## config.mk

```make
export PLATFORM = sky130hd
export DESIGN_NAME = mips_data_cache
export DESIGN_NICKNAME = d
export VERILOG_FILES = /design/src/rtl/mips_cache_pkg.sv /design/src/rtl/mips_cache_lru.sv /design/src/rtl/mips_data_cache.sv
export SDC_FILE = /design/constraint.sdc
export NUM_CORES = 2
export LEC_CHECK = 0
export BUFFER_PORTS_ARGS = -buffer_cell sky130_fd_sc_hd__buf_4
export CORE_MARGIN = 2
export CORE_UTILIZATION = 35
export CTS_CLUSTER_SIZE = 20
export DETAILED_ROUTE_END_ITERATION = 16
export GPL_TIMING_DRIVEN = 0
export MAX_ROUTING_LAYER = met4
export PLACE_DENSITY = 0.48
export SYNTH_ARGS = -nofsm -noshare
export SYNTH_HDL_FRONTEND = slang
export SYNTH_SLANG_ARGS = --single-unit
```

## constraint.sdc

```tcl
create_clock -name clk -period 5.9 [get_ports clk]
set_clock_uncertainty 0.1 [all_clocks]
set_input_delay 0.59 -clock clk [delete_from_list [all_inputs] [get_ports clk]]
set_output_delay 0.59 -clock clk [all_outputs]
set_load 0.01 [all_outputs]
```

## src/rtl/mips_cache_pkg.sv

```systemverilog
// Shared geometry, line payload and FSM state for the MIPS L1 data cache.
package mips_cache_pkg;

  localparam int unsigned NUM_SETS = 8;
  localparam int unsigned NUM_WAYS = 4;
  localparam int unsigned TAG_W    = 27;
  localparam int unsigned IDX_W    = 3;
  localparam int unsigned WAY_W    = 2;
  localparam int unsigned DATA_W   = 32;
  localparam int unsigned BE_W     = 4;

  typedef struct packed {
    logic              valid;
    logic [TAG_W-1:0]  tag;
    logic [DATA_W-1:0] data;
  } line_t;

  typedef enum logic {
    IDLE  = 1'b0,
    FETCH = 1'b1
  } cache_state_t;

  // Overlay the enabled byte lanes of wdata onto base.
  function automatic logic [DATA_W-1:0] merge_bytes(input logic [DATA_W-1:0] base,
                                                    input logic [DATA_W-1:0] wdata,
                                                    input logic [BE_W-1:0]   be);
    logic [DATA_W-1:0] r;
    r = base;
    for (int i = 0; i < int'(BE_W); i++) begin
      if (be[i]) r[8*i +: 8] = wdata[8*i +: 8];
    end
    return r;
  endfunction

endpackage

```

## src/rtl/mips_cache_lru.sv

```systemverilog
// True-LRU ages for one set; ages stay a permutation of 0..NUM_WAYS-1.
module mips_cache_lru
  import mips_cache_pkg::*;
(
  input  logic             clk,
  input  logic             rst,
  input  logic             access_i,
  input  logic [WAY_W-1:0] way_i,
  output logic [WAY_W-1:0] victim_o
);

  logic [WAY_W-1:0] age_q [NUM_WAYS];
  logic [WAY_W-1:0] age_d [NUM_WAYS];

  always_ff @(posedge clk or negedge rst) begin
    if (!rst) begin
      for (int w = 0; w < int'(NUM_WAYS); w++) age_q[w] <= WAY_W'(w);
    end else begin
      age_q <= age_d;
    end
  end

  // Accessed way becomes youngest; only ways younger than it age by one.
  always_comb begin
    age_d = age_q;
    if (access_i) begin
      for (int w = 0; w < int'(NUM_WAYS); w++) begin
        if (WAY_W'(w) == way_i) begin
          age_d[w] = '0;
        end else if (age_q[w] < age_q[way_i]) begin
          age_d[w] = age_q[w] + WAY_W'(1);
        end
      end
    end
  end

  always_comb begin
    victim_o = '0;
    for (int w = 0; w < int'(NUM_WAYS); w++) begin
      if (age_q[w] == WAY_W'(NUM_WAYS - 1)) victim_o = WAY_W'(w);
    end
  end

endmodule

```

## src/rtl/mips_data_cache.sv

```systemverilog
// 4-way, 8-set, one-word-line L1 data cache with write-allocate and blocking miss fill.
module mips_data_cache
  import mips_cache_pkg::*;
(
  input  logic              clk,
  input  logic              rst,
  input  logic [31:0]       addr,
  input  logic              read_en,
  input  logic              write_en,
  input  logic [DATA_W-1:0] writedata,
  input  logic [BE_W-1:0]   byte_en,
  output logic [DATA_W-1:0] readdata,
  output logic              stall,
  output logic [31:0]       data_addr,
  input  logic [DATA_W-1:0] data_in,
  input  logic              data_valid
);

  line_t             lines_q [NUM_SETS][NUM_WAYS];
  cache_state_t      state_q, state_d;
  logic [DATA_W-1:0] readdata_q;

  logic [IDX_W-1:0]  idx;
  logic [TAG_W-1:0]  tag;
  logic              hit, free_found, full_write, miss;
  logic [WAY_W-1:0]  hit_way, free_way, victim_way;
  logic [WAY_W-1:0]  lru_victim [NUM_SETS];
  logic [NUM_SETS-1:0] acc_vec;
  line_t             hit_line;

  logic              upd_en, acc_en;
  logic [WAY_W-1:0]  upd_way, acc_way;
  line_t             upd_line;

  assign idx        = addr[IDX_W+1:2];
  assign tag        = addr[31:IDX_W+2];
  assign data_addr  = addr & 32'hFFFF_FFFC;
  assign full_write = &byte_en;

  always_comb begin
    hit     = 1'b0;
    hit_way = '0;
    for (int w = 0; w < int'(NUM_WAYS); w++) begin
      if (lines_q[idx][w].valid && (lines_q[idx][w].tag == tag)) begin
        hit     = 1'b1;
        hit_way = WAY_W'(w);
      end
    end
  end

  // Prefer the lowest-numbered empty way, otherwise the set's oldest way.
  always_comb begin
    free_found = 1'b0;
    free_way   = '0;
    for (int w = int'(NUM_WAYS) - 1; w >= 0; w--) begin
      if (!lines_q[idx][w].valid) begin
        free_found = 1'b1;
        free_way   = WAY_W'(w);
      end
    end
  end

  assign victim_way = free_found ? free_way : lru_victim[idx];
  assign hit_line   = lines_q[idx][hit_way];
  assign miss       = (read_en & ~hit) | (write_en & ~hit & ~full_write);
  assign stall      = miss | (state_q == FETCH);
  assign readdata   = (read_en && hit) ? hit_line.data : readdata_q;

  always_comb begin
    state_d  = state_q;
    upd_en   = 1'b0;
    upd_way  = '0;
    upd_line = '0;
    acc_en   = 1'b0;
    acc_way  = '0;
    case (state_q)
      IDLE: begin
        if (miss) begin
          state_d = FETCH;
        end else if (write_en && hit) begin
          upd_en   = 1'b1;
          upd_way  = hit_way;
          upd_line = '{valid: 1'b1, tag: tag,
                       data: merge_bytes(hit_line.data, writedata, byte_en)};
          acc_en   = 1'b1;
          acc_way  = hit_way;
        end else if (write_en) begin
          upd_en   = 1'b1;
          upd_way  = victim_way;
          upd_line = '{valid: 1'b1, tag: tag, data: writedata};
          acc_en   = 1'b1;
          acc_way  = victim_way;
        end else if (read_en) begin
          acc_en  = 1'b1;
          acc_way = hit_way;
        end
      end
      FETCH: begin
        if (data_valid) begin
          state_d  = IDLE;
          upd_en   = 1'b1;
          upd_way  = victim_way;
          upd_line = '{valid: 1'b1, tag: tag,
                       data: merge_bytes(data_in, writedata,
                                         write_en ? byte_en : BE_W'(0))};
          acc_en   = 1'b1;
          acc_way  = victim_way;
        end
      end
      default: state_d = IDLE;
    endcase
  end

  always_ff @(posedge clk or negedge rst) begin
    if (!rst) begin
      state_q    <= IDLE;
      readdata_q <= '0;
    end else begin
      state_q <= state_d;
      if (state_q == IDLE && read_en && hit) readdata_q <= hit_line.data;
    end
  end

  always_ff @(posedge clk or negedge rst) begin
    if (!rst) begin
      for (int s = 0; s < int'(NUM_SETS); s++) begin
        for (int w = 0; w < int'(NUM_WAYS); w++) lines_q[s][w] <= '0;
      end
    end else if (upd_en) begin
      lines_q[idx][upd_way] <= upd_line;
    end
  end

  for (genvar s = 0; s < int'(NUM_SETS); s++) begin : g_lru
    assign acc_vec[s] = acc_en && (idx == IDX_W'(s));
    mips_cache_lru u_lru (
      .clk      (clk),
      .rst      (rst),
      .access_i (acc_vec[s]),
      .way_i    (acc_way),
      .victim_o (lru_victim[s])
    );
  end

endmodule

```

# Word-level counts from Yosys, hierarchy flattened
# Cells that the tools add are included.
dict set report word_totals {
  ff_bits 2017
  in_bits 105
  output_inout_bits 65
  wordCells 515
}
dict set report classes {
  add_sub_neg 32
  order_cmp 38
  eq_ne 38
  mux 180
  bitwise_logic 12
  reduce_logical 85
}
# operator count
set ops {}
lappend ops {{bitwise mux 1920 bit} 1}
lappend ops {{binary-select mux 240 bit (select 3 bit)} 1}
lappend ops {{demux 240 bit (select 3 bit)} 1}
lappend ops {{two-way mux 240 bit} 3}
lappend ops {{two-way mux 60 bit} 5}
lappend ops {{two-way mux 2 bit} 113}
lappend ops {{binary-select mux 60 bit (select 2 bit)} 1}
lappend ops {{demux 60 bit (select 2 bit)} 1}
lappend ops {{case mux 60 bit (2 select lines)} 1}
lappend ops {{== test 27 bit} 4}
lappend ops {{two-way mux 32 bit} 3}
lappend ops {{adder 2 x 1 -> 2 bit (second input constant)} 32}
lappend ops {{< comparator 2 bit} 32}
lappend ops {{two-way mux 8 bit} 8}
lappend ops {{AND reduction 2 bit} 32}
lappend ops {{nonzero test 2 bit} 32}
lappend ops {{== test 2 bit (second input constant)} 24}
lappend ops {{binary-select mux 2 bit (select 2 bit)} 8}
lappend ops {{two-way mux 1 bit} 27}
lappend ops {{logical AND 1 bit} 18}
lappend ops {{== test 3 bit (second input constant)} 4}
lappend ops {{greater-or-equal comparator 3 bit (second input constant)} 3}
lappend ops {{NOT 2 -> 3 bit} 3}
lappend ops {{case mux 2 bit (2 select lines)} 2}
lappend ops {{other kinds (17)} 26}

# Logic depth before layout (Yosys ltp)
dict set report logic_depth {
  ltp_word 24
  ltp_mapped 25
  mapped_depth_nobuf 14
}

# Modules after synthesis
# A second synthesis with hierarchy kept.
dict set report hier_totals {
  hier_cells 7079
  area_unflattened_um2 98773.5
}
# mod instances cells_per_inst area_each_um2 seq_area_each_um2
set modules_own_cells {}
lappend modules_own_cells {mips_data_cache 1 6463 92977.9 48871.9}
lappend modules_own_cells {mips_cache_lru 8 77 724.4 205.2}

# Worst setup path before layout
# No wires, ideal clock.
dict set report synth_timing {
  path_type {in2reg}
  startpoint {input addr[4]}
  endpoint {register lines_q[166] (netlist name)}
  setup_time_ns 0.128
  arrival_ns 4.797
  t_required_ns 5.672
  path_slack_ns 0.875
  stages 18
  path_buffers 6
  path_cell_list {buf_2 > buf_2 > buf_1 > mux4_2 > mux2i_1 > xnor2_1 > or3b_1 > or4_1 > nor4_1 > nand2_1 > and4b_1 > a21oi_2 > o21ai_2 > buf_4 > nor4_2 > buf_2 > buf_4 > mux2_1}
}
dict set report synth_between {
  elab_chain_cells 24
  elab_cells_between_ends 60
  cone_classes {order compare: 4; eq/ne: 4; mux: 38; bitwise: 7; reduce/logical: 7}
}
# item line_no
set synth_lines {}
lappend synth_lines {{start, declared} mips_data_cache.sv:7} ;# input logic [31:0] addr,
lappend synth_lines {{NOT 3 -> 4 bit (not written as such) (*)} n/a}
lappend synth_lines {{binary-select mux 240 bit (select 3 bit)} {mips_data_cache.sv:44, mips_data_cache.sv:56}}
lappend synth_lines {{two-way mux 240 bit (not written as such) (2 in a row)} {mips_data_cache.sv:44, mips_data_cache.sv:56}}
lappend synth_lines {{== test 27 bit} mips_data_cache.sv:44} ;# if (lines_q[idx][w].valid && (lines_q[idx][w].tag == tag)) begin
lappend synth_lines {{logical AND 1 bit} mips_data_cache.sv:44}
lappend synth_lines {{two-way mux 1 bit (4 in a row)} mips_data_cache.sv:44}
lappend synth_lines {{NOT 1 bit} mips_data_cache.sv:65} ;# assign miss = (read_en & ~hit) | (write_en & ~hit & ~full_write);
lappend synth_lines {{AND 1 bit (2 in a row)} mips_data_cache.sv:65}
lappend synth_lines {{[... 3 more ...]} n/a}
lappend synth_lines {{NOT 2 -> 3 bit (not written as such)} mips_data_cache.sv:130} ;# lines_q[idx][upd_way] <= upd_line;
lappend synth_lines {{greater-or-equal comparator 3 bit (not written as such) / < comparator 3 x 1 -> 1 bit (equally long branches)} mips_data_cache.sv:130}
lappend synth_lines {{logical AND 1 bit (not written as such)} mips_data_cache.sv:130}
lappend synth_lines {{two-way mux 60 bit (not written as such)} mips_data_cache.sv:130}
lappend synth_lines {{demux 60 bit (select 2 bit)} mips_data_cache.sv:130}
lappend synth_lines {{two-way mux 240 bit (not written as such)} mips_data_cache.sv:130}
lappend synth_lines {{demux 240 bit (select 3 bit)} mips_data_cache.sv:130}
lappend synth_lines {{bitwise mux 1920 bit} mips_data_cache.sv:130}
lappend synth_lines {{end signal, assigned by index} mips_data_cache.sv:130}
lappend synth_lines {{end, declared} mips_data_cache.sv:19} ;# line_t lines_q [NUM_SETS][NUM_WAYS];
# Every way passes the cells marked *; elsewhere a longest branch is shown, timed or not. The select of a mux whose other input is x is not followed.
# A chain may end at the register's enable or synchronous reset.

# Worst setup path in the final report
dict set report layout_timing {
  startpoint {input addr[3]}
  endpoint {register lines_q[1304] (netlist name)}
}
# Same word-level chain as after synthesis.

==> metrics.md <==
| Metric | Value |
|---|---|
| Status | finished, violations left |
| Failing checks | setup timing |
| Setup tns final | -1760 ps |
| Overall die width | 527 um |
| TritonCTS clock tree | done |
| Worst R2R Setup Slack | 80 ps |
| Min Clock Period, post-route | 6010 ps |
| Transition time of the tightest slew-check pin | around 1200 ps |
| Max Freq | 0.166 GHz |
| Number of antenna violations at the first check in global routing | 27 |
| # IOs | 170 |
| Path type of the worst setup path | in2reg |
| Adder-cell share of the synthesized area | less than 1% |
| Cell taking the most area after synthesis | sky130_fd_sc_hd__dfrtp_1 |
| Critical Path Sink Type | flop |
| Worst ir drop on vdd | 0.000267 V |
| Number of iterations in the first detailed-routing pass | 6 |
| Global-route wire length before repair | 574 mm |
| Routability cong. | 0.947 |
| Initial Util | 35.3% |
| Post-DRT Antenna Nets | 0 |
| Dominant combinational cell family by area after synthesis | multiplexers |
| Worst-case clock buffer depth | 4 |
| Number of buffers created by CTS | 232 |
| Clk root buf | sky130_fd_sc_hd__clkbuf_16 |
| Commonest non-fill, non-tap cell in the layout | sky130_fd_sc_hd__dfrtp_1 |
| Layout cells sized above 1 | 29.0% |
| Slew headroom | 20.8% |
| Core area | 271000 sq um |
| Required time at the worst-slack endpoint | about 6600 ps |
| Max-slew violation count | 0 |
| Synthesized-area fraction occupied by ao, oa, aoi and oai cells | 10.6% |
| DR iter-0 viols | 7672 |
| Sequence of cells on the critical path | buf_4 -> buf_6 -> buf_6 -> inv_4 -> buf_6 -> buf_6 -> mux2i_1 -> xnor2_2 -> or3_1 -> or4_1 -> nor4_4 -> buf_4 -> and4b_1 -> a21oi_2 -> o21ai_2 -> buf_4 -> buf_6 -> nand3_2 -> buf_2 -> mux2_2 |
| PwrDens | 369 nW/um^2 |
| Xor-xnor portion of the synthesized cell area | 0.851% |
| Proportion of netlist area held by the largest area contributor | 51.9% |
| Via density | slightly below 6 |
| Total power after layout | 41.4 mW |
| Die area | approximately 280000 sq um |
| Classification of the worst-slack hold path | in2reg |
| Post-Place Cells | roughly 12000 |
| Highest-count cells in the layout ignoring fill and taps | sky130_fd_sc_hd__dfrtp_1, sky130_fd_sc_hd__nand2_1, sky130_fd_sc_hd__mux2_2, sky130_fd_sc_hd__a21oi_1, sky130_fd_sc_hd__nor2_1 |
| Per-cell routed wire length | 33.0 um |
| Final Non-Filler Cells | 12400 |
| Cells after synthesis | 8216 |
| Overflow left after global routing | 0 |
| Final setup violation count | 69 |
| # clock sinks | a little over 2000 |
| Ys flop type | sky130_fd_sc_hd__dfrtp_1 |
| Count of nets after finishing | 8787 |
| Syn-to-layout area delta | 17.5% |
| Height of the die | 527 um |
| Number of warnings issued by yosys | 0 |
| Total length of routed wires | 411 mm |
| Smallest setup slack after layout | -107 ps |
| Worst-skew pair later-pin latency | 950 ps |
| Total half-perimeter wirelength after legalization and detailed placement | 291 mm |
| Multiplexer fraction of the synthesized cell area | 22.4% |
| Count of buffers from port buffering | 144 |
| Pin count of the biggest net entering global routing | 173 |
| CP max FO | 10 |
| Dpl cell area | 102000 sq um |
| Async set-or-reset flop fraction in the synthesized netlist | 100% |
| Portion of the clock cycle consumed by the worst path in the final layout | 102% |
| Critical-path top delay cell | sky130_fd_sc_hd__buf_2 |
| Distinct cells, synth | 99 |
| Gr usage total | a little under a third |
| Max incr delay on CP | 620 ps |
| Number of H-tree branching levels | 4 |
| Via Count | around 73000 |
| Clock transition at the register clock pins on the worst setup and hold paths after CTS | 60 ps |
| Residual DRC | 0 |
| Count of state elements after synthesis | 2017 |
| Via count of the first global-routing pass | around 73000 |
| Most area-consuming cells after synthesis | sky130_fd_sc_hd__dfrtp_1, sky130_fd_sc_hd__mux2_2, sky130_fd_sc_hd__mux4_2 |
| Most numerous cell on the critical path | sky130_fd_sc_hd__buf_6 |
| CP Launch Type | input pin |
| Share of the yosys chip area belonging to registers | between 50 and 60% |
| Final hold vios | 0 |
| Mean instance size in the synthesized netlist | ~12 sq um |
| Leak | 51.5 nW |
| Number of synthesized flops with an enable pin | 0 |
| Final instance area | 112000 sq um |
| Arrival time at the worst endpoint | between 6000 and 7000 ps |
| Post-synthesis simple-gate area fraction | about 8.5% |
| Row Count | 191 |
| Max-Cap Viols | 0 |
| Netlist Area Pre-Place | 95700 sq um |
[final timing paths]
path | startpoint | endpoint | cells after the start
max | addr[3] | lines_q[1304] | 20
min | addr[16] | lines_q[1243] | 2
max reg2reg | lines_q[414] | lines_q[694] | 17
min reg2reg | lines_q[59] | lines_q[59] | 1
max in group asynchronous | rst | lines_q[989] | 5
min in group asynchronous | rst | g_lru[6].u_lru.age_q[5] | 2
[per-stage QoR]
step | util [%] | hold slack [ps] | setup WS [ps]
after floorplan | - | 194 | 875
after global placement | 37.3 | 346 | -22030
after detailed placement | 37.5 | 347 | -4800
after CTS | 41.2 | 94.7 | -6.28
after global routing | 41.4 | 126 | -4.73
final | 41.4 | 124 | -107
[flip-flops by register name, indices dropped and copies added (netlist names)]
register / cells
g_lru.u_lru.age_q: 64
readdata_q: 32
state_q: 1
lines_q: 1920
[where the power goes]
| part | total, mW | internal [mW] | switching [mW] |
|---|---|---|---|
| logic | 8.21 | 3.57 | 4.64 |
| registers | 18.0 | 16.5 | 1.48 |
| clock network | 15.2 | 8.94 | 6.28 |
[cells in the mapped netlist (42+ instances only)]
| cell | count |
|---|---|
| sky130_fd_sc_hd__a22oi_1 | 114 |
| sky130_fd_sc_hd__clkbuf_1 | 359 |
| sky130_fd_sc_hd__buf_2 | 270 |
| sky130_fd_sc_hd__a21oi_1 | 714 |
| sky130_fd_sc_hd__mux4_2 | 365 |
| sky130_fd_sc_hd__buf_4 | 122 |
| sky130_fd_sc_hd__mux2_2 | 824 |
| sky130_fd_sc_hd__xnor2_1 | 67 |
| sky130_fd_sc_hd__buf_1 | 47 |
| sky130_fd_sc_hd__dfrtp_1 | 1985 |
| sky130_fd_sc_hd__inv_1 | 89 |
| sky130_fd_sc_hd__and3_1 | 51 |
| sky130_fd_sc_hd__mux2i_1 | 236 |
| sky130_fd_sc_hd__o21ai_0 | 471 |
| sky130_fd_sc_hd__nor2_1 | 713 |
| sky130_fd_sc_hd__o22ai_1 | 53 |
| sky130_fd_sc_hd__nand2_1 | 835 |
| sky130_fd_sc_hd__mux2_1 | 138 |
| sky130_fd_sc_hd__o22a_1 | 42 |
[area by class of cell]
cell class                 instances  area, sq um
sequential                      2017        50500
timing repair buffer             214         2010
clock inverter                    80         1070
multi-input combinational       5295        42000
buffer                           807         5030
inverter                          91          344
clock buffer                     343         6860
fill                           25800       159000
antenna                           31         77.6
tap                             3570         4470
[what timing repair did]
item,CTS,global route
setup buffers,24,25
hold buffers,1,0
pin swaps,15,6
hold endpoints to repair,97,0
gates resized for setup,534,108
endpoints found under the setup margin,2050,1146
[kinds of logic after synthesis]
kind of cell	Yosys count
buf+inv	905
xor+xnor	93
fa+ha+maj	24
other cells	1
mux	1565
flops	2017
simple gates	1893
compound gates	1718
[per-layer routing]
metal  track usage (%)  up-vias  routed length, um
li1                  -    30300                  -
met1              38.2    38600             168000
met2              45.6     3109             188000
met3              5.99      811              30700
met4              14.7        0              24300
met5                 -        -                  0
[critical path, delay by kind of cell]
family | cells | cell delay (ps)
buf+inv | 10 | 2780
mux | 2 | 720
simple gates | 5 | 1910
xor+xnor | 1 | 200
compound gates | 2 | 320
No activity file was read; power rests on OpenSTA's default activity.
